**src/rtl/bcd_pkg.sv**
```systemverilog
// bcd_pkg: shared definitions for the BCD adder operand-entry stage.
//   PH_*     phase encodings, also driven onto the status LEDs
//   BCD_MAX  largest digit accepted at entry time
//   is_bcd() digit range check used by the entry FSM
package bcd_pkg;

    localparam logic [1:0] PH_ENTER_X = 2'b00;
    localparam logic [1:0] PH_ENTER_Y = 2'b01;
    localparam logic [1:0] PH_READY   = 2'b10;

    localparam logic [3:0] BCD_MAX = 4'd9;

    function automatic logic is_bcd(input logic [3:0] digit);
        return digit <= BCD_MAX;
    endfunction

endpackage

```
**src/rtl/key_debounce.sv**
```systemverilog
// key_debounce: synchroniser, debounce counter and press-pulse generator for an
// active-low pushbutton.
//   clk    in  1  rising-edge clock
//   rst    in  1  synchronous active-high reset
//   key_n  in  1  raw pushbutton, active-low, asynchronous to clk
//   press  out 1  one-cycle pulse on each debounced 1->0 transition
// Latency from a stable key_n edge to press: 2 + DEBOUNCE_CYCLES cycles.
module key_debounce #(
    parameter int DEBOUNCE_CYCLES = 50000,
    parameter int CNT_W           = 16
) (
    input  logic clk,
    input  logic rst,
    input  logic key_n,
    output logic press
);

    localparam logic [CNT_W-1:0] CNT_LAST = CNT_W'(DEBOUNCE_CYCLES - 1);

    logic             sync1;
    logic             sync2;
    logic             stable;  // last accepted key level
    logic             armed;   // a debounced release has been seen since reset
    logic [CNT_W-1:0] cnt;

    // NOTE: all state here is updated with non-blocking assignments so the
    // two synchroniser flops really form a two-stage pipeline.
    always_ff @(posedge clk) begin
        if (rst) begin
            sync1  <= 1'b1;
            sync2  <= 1'b1;
            stable <= 1'b1;
            armed  <= 1'b0;
            cnt    <= '0;
            press  <= 1'b0;
        end else begin
            sync1 <= key_n;
            sync2 <= sync1;
            press <= 1'b0;
            if (!armed) begin
                // After reset a key that is already held down must first be
                // released (and debounced) before it can produce a press, so
                // an interrupted bounce never completes into a pulse.
                if (!sync2) begin
                    cnt <= '0;
                end else if (cnt == CNT_LAST) begin
                    armed <= 1'b1;
                    cnt   <= '0;
                end else begin
                    cnt <= cnt + 1'b1;
                end
            end else if (sync2 == stable) begin
                // Any return to the accepted level restarts the count.
                cnt <= '0;
            end else if (cnt == CNT_LAST) begin
                stable <= sync2;
                cnt    <= '0;
                press  <= ~sync2;  // only the falling (pressed) edge emits
            end else begin
                cnt <= cnt + 1'b1;
            end
        end
    end

endmodule

```
**src/rtl/bcd_operand_entry.sv**
```systemverilog
// bcd_operand_entry: captures X, Y and carry-in for the 2-digit BCD adder, one
// digit per debounced key press, rejecting digits above 9.
//   clk            in  1  rising-edge clock
//   rst            in  1  synchronous active-high reset
//   key_n          in  1  raw pushbutton, active-low
//   clr            in  1  synchronous clear of the entry FSM and outputs
//   sw_digit       in  4  digit switches
//   sw_cin         in  1  carry-in switch
//   X, Y           out 4  latched BCD operands
//   cin            out 1  latched carry-in
//   operands_valid out 1  high while in READY
//   entry_err      out 1  high after a rejected digit
//   phase          out 2  entry phase (status LEDs)
module bcd_operand_entry
    import bcd_pkg::*;
#(
    parameter int DEBOUNCE_CYCLES = 50000,
    parameter int CNT_W           = 16
) (
    input  logic       clk,
    input  logic       rst,
    input  logic       key_n,
    input  logic       clr,
    input  logic [3:0] sw_digit,
    input  logic       sw_cin,
    output logic [3:0] X,
    output logic [3:0] Y,
    output logic       cin,
    output logic       operands_valid,
    output logic       entry_err,
    output logic [1:0] phase
);

    logic press;

    // The debouncer sees only rst: clr restarts the entry, not the key path.
    key_debounce #(
        .DEBOUNCE_CYCLES (DEBOUNCE_CYCLES),
        .CNT_W           (CNT_W)
    ) u_debounce (
        .clk   (clk),
        .rst   (rst),
        .key_n (key_n),
        .press (press)
    );

    always_ff @(posedge clk) begin
        if (rst || clr || phase == 2'b11) begin
            X              <= 4'd0;
            Y              <= 4'd0;
            cin            <= 1'b0;
            operands_valid <= 1'b0;
            entry_err      <= 1'b0;
            phase          <= PH_ENTER_X;
        end else if (press) begin
            case (phase)
                PH_ENTER_X: begin
                    if (is_bcd(sw_digit)) begin
                        X         <= sw_digit;
                        entry_err <= 1'b0;
                        phase     <= PH_ENTER_Y;
                    end else begin
                        entry_err <= 1'b1;
                    end
                end
                PH_ENTER_Y: begin
                    if (is_bcd(sw_digit)) begin
                        Y              <= sw_digit;
                        cin            <= sw_cin;
                        entry_err      <= 1'b0;
                        operands_valid <= 1'b1;
                        phase          <= PH_READY;
                    end else begin
                        entry_err <= 1'b1;
                    end
                end
                default: begin
                    // READY: a press starts a fresh entry.
                    X              <= 4'd0;
                    Y              <= 4'd0;
                    cin            <= 1'b0;
                    operands_valid <= 1'b0;
                    entry_err      <= 1'b0;
                    phase          <= PH_ENTER_X;
                end
            endcase
        end
    end

endmodule

```
**config.mk**
```make
export PLATFORM = sky130hd
export DESIGN_NAME = bcd_operand_entry
export DESIGN_NICKNAME = d
export VERILOG_FILES = /design/src/rtl/bcd_pkg.sv /design/src/rtl/key_debounce.sv /design/src/rtl/bcd_operand_entry.sv
export SDC_FILE = /design/constraint.sdc
export NUM_CORES = 1
export LEC_CHECK = 0
export BUFFER_PORTS_ARGS = -buffer_cell sky130_fd_sc_hd__buf_2
export CORE_UTILIZATION = 40
export DETAILED_ROUTE_END_ITERATION = 7
export GPL_ROUTABILITY_DRIVEN = 0
export MAX_ROUTING_LAYER = met4
export PLACE_DENSITY = 0.68
export SLEW_MARGIN = 10
export SYNTH_ARGS = -nofsm -noshare
export SYNTH_HDL_FRONTEND = slang
export SYNTH_HIERARCHICAL = 1
export SYNTH_SLANG_ARGS = --single-unit
```
**constraint.sdc**
```tcl
create_clock -name clk -period 2.2 [get_ports clk]
set_clock_uncertainty 0.05 [all_clocks]
set_input_delay 0.44 -clock clk [delete_from_list [all_inputs] [get_ports clk]]
set_output_delay 0.44 -clock clk [all_outputs]
set_load 0.1 [all_outputs]
```
==> results by group <==
Clocking
  • Clk sinks: 34
  • CTS tree: yes
  • Setup Fix Bufs, Post-CTS: 0
  • Post-CTS Resized: 0
  • Clk root buf: clkbuf_4
  • H-tree depth: 2
  • Clock transition at path regs: 0.09 ns
  • Hold buffers post-CTS: 0
  • Worst-Skew Late Latency: 0.33 ns
  • Total CTS buffers: 5
  • Clk buf depth: 2

Timing
  • Setup TNS: 0 ns
  • Max-slew violations: 0
  • Final Hold Fails: 0
  • Period utilization: 89.0%
  • Fin crit period: 1.96 ns
  • Slew margin rel.: 62.6%
  • Worst Tran Pin Value: 0.557 ns
  • Final count of negative-setup-slack endpoints: 0
  • RSZ-0062 raised after global routing: false
  • FMAX: 511 MHz

Die
  • Die width: 62.4 um
  • DIE HEIGHT: 62.4 um
  • Row count: 21
  • Die area: 0.00389 mm^2
  • Initial Util: 42.7%
  • Ports: 22
  • CORE AREA: 0.00342 mm^2

Layout
  • Layout cell share with drive strength beyond 1: 17.8%
  • Area grow syn2layout: 11.1%
  • Antenna cells: 0
  • # nets final: 195
  • Fill count: 347
  • Final Util: 47.5%

Logic synthesis
  • Post-Syn Area per Cell: 9.06 um^2
  • YS warnings: 6
  • Mapped Area: 0.00146 mm^2
  • Async SR Flop Fraction: 0%
  • Net Count, Synth: 171
  • Unique masters post-synth: 39
  • Syn Inst Count: 161
  • Synth top area share: 46.7%
  • Yosys top cell by area: dfxtp_1
  • Main synth FF type: dfxtp_1
  • Largest cells by area after synthesis: dfxtp_1 47%, xnor2_1 7.8%, nor2_1 5.9%
  • Number of synthesized flops with an enable pin: 0
  • Sequential area share after synthesis: 46.7%
  • Seq cells post-synth: 34

Routing
  • Routed wire per std cell: 12.3 um
  • Routed vias/inst: 5.26
  • Routed WL: 2.85 mm
  • Total vias in the final route: 1216
  • Post-route ant nets: 0
  • Drt pass-1 iters: 5
  • Drt drc: 0
  • 1st-iter DRT viols: 58

Worst setup path
  • Kind of critical path: reg -> reg
  • R2r startpoint: u_debounce/cnt[0]$_SDFF_PP0_
  • FF-to-FF End: u_debounce/cnt[3]$_SDFF_PP0_
  • Cells on worst reg2reg path: 6
  • Crit path from: u_debounce/cnt[0]$_SDFF_PP0_
  • Reg2reg setup slack: 0.24 ns
  • Worst setup EP type: register
  • CP Data Required Time: 2.37 ns
  • Crit path launch type: register
  • Worst-path maximum fanout: 6
  • Data arrival, critical path: 2.13 ns

Flow run
  • Max Cap Violations: 0

Worst hold path
  • Hold Crit Class: in -> reg
  • Hold Startpoint: key_n
  • Hold Path End: u_debounce/sync1$_SDFF_PP1_
  • Hold depth: 2

Power
  • Cell Pwr Density: 604 mW/mm^2
  • VDD IR max: 0.000325 V
  • Leakage: 0.565 nW

GRT
  • Gr ovfl total: 0
  • Largest net degree at the start of global routing: 14
  • Global-route wire length before repair: 4.82 mm
  • Gr usage total: 16.4%
  • Vias in the first global route: 1127
  • Antenna violations before repair: 0

Place
  • Port Buf Inserts: 21
  • Detailed Place HPWL: 2.16 mm

Run status
  • Outcome: finished, final reports clean
-- critical path: stages (launching register included) --
cell and delay [ns]:
dfxtp_1 0.39, ha_1 0.22, nand4_1 0.26, nor4_4 0.42, or2_1 0.27, buf_4 0.18
nor2_1 0.05
-- cells in the mapped netlist (all sizes together) (3+ instances only) --
cell type	instances
o21ai	3
xnor2	13
o22ai	8
nand2	22
or2	3
nor4	5
dfxtp	34
nor2	23
nand3	5
buf	6
inv	4
nand4	8
nor3	3
-- worst max path at each step --
stage,to,cells after the start
finish,u_debounce/cnt[3]$_SDFF_PP0_,6
global route,u_debounce/cnt[5]$_SDFF_PP0_,6
floorplan,Y[0]$_SDFFE_PP0P_,4
CTS,u_debounce/cnt[3]$_SDFF_PP0_,6
global placement,u_debounce/cnt[5]$_SDFF_PP0_,5
detailed placement,u_debounce/cnt[3]$_SDFF_PP0_,6
-- stage by stage --
stage / hold slack, ns / setup WS, ns / area (um^2) / power, mW / instances
after CTS: 0.222 / 0.255 / 1620 / 0.989 / 231
after global placement: 0.342 / 0.348 / 1580 / 0.683 / 224
final: 0.235 / 0.243 / 1620 / 0.979 / 231
after floorplan: 0.339 / 0.286 / 1460 / 0.672 / 161
after global routing: 0.222 / 0.102 / 1620 / 1.02 / 231
after detailed placement: 0.353 / 0.275 / 1580 / 0.685 / 224
-- flip-flops by register name (all words and copies together), names as in the netlist --
| register | flops |
|---|---|
| u_debounce/stable | 1 |
| cin | 1 |
| operands_valid | 1 |
| u_debounce/armed | 1 |
| X | 4 |
| u_debounce/press | 1 |
| u_debounce/cnt | 16 |
| u_debounce/sync2 | 1 |
| Y | 4 |
| entry_err | 1 |
| u_debounce/sync1 | 1 |
| phase | 2 |
-- layout by cell type, fill, tap and decap left out, types with 2 or more instances in the layout --
master and n:
o22ai_1 8, xnor2_1 13, a211o_1 2, nand4_1 8
o21ai_0 2, nor2_1 23, or3_1 2, dfxtp_1 34
a21oi_1 2, clkbuf_4 5, or2_2 2, nand2_1 22
inv_1 4, buf_2 21, clkbuf_1 2, buf_4 2
nor4_1 4, nand3_1 5, nor3_1 3, a31oi_1 2
-- layer usage --
metal	vias up	track usage (%)	share of wire [%]	wire length, um
met3	6	5.11	6.1	175
met4	0	8.43	2.2	63
li1	616	-	-	-
met2	33	26.5	47	1350
met1	561	18.2	44	1270
met5	-	-	0	0
-- layout make-up --
cell class | instances | area, um^2 | share of cell area [%]
Clock buffer | 7 | 45.0 | 2.78
Sequential cell | 34 | 681 | 42.0
Timing Repair Buffer | 23 | 120 | 7.41
Multi-Input combinational cell | 117 | 703 | 43.4
Tap cell | 46 | 57.6 | 3.55
Inverter | 4 | 15.0 | 0.926
-- report_power, final --
group | switching (mW) | internal, mW
clock | 0.188 | 0.120
combinational | 0.0254 | 0.0185
sequential | 0.00540 | 0.621
-- cells by family (layout without fill, tap and decap cells) --
family,count (synthesis),count (layout),synth area share [%]
xor+xnor,14,14,8.40
buf+inv,10,34,5.14
flops,34,34,46.7
compound gates,26,26,12.9
simple gates,76,76,26.1
fa+ha+maj,1,1,0.857
No activity file was read; power rests on OpenSTA's default activity.
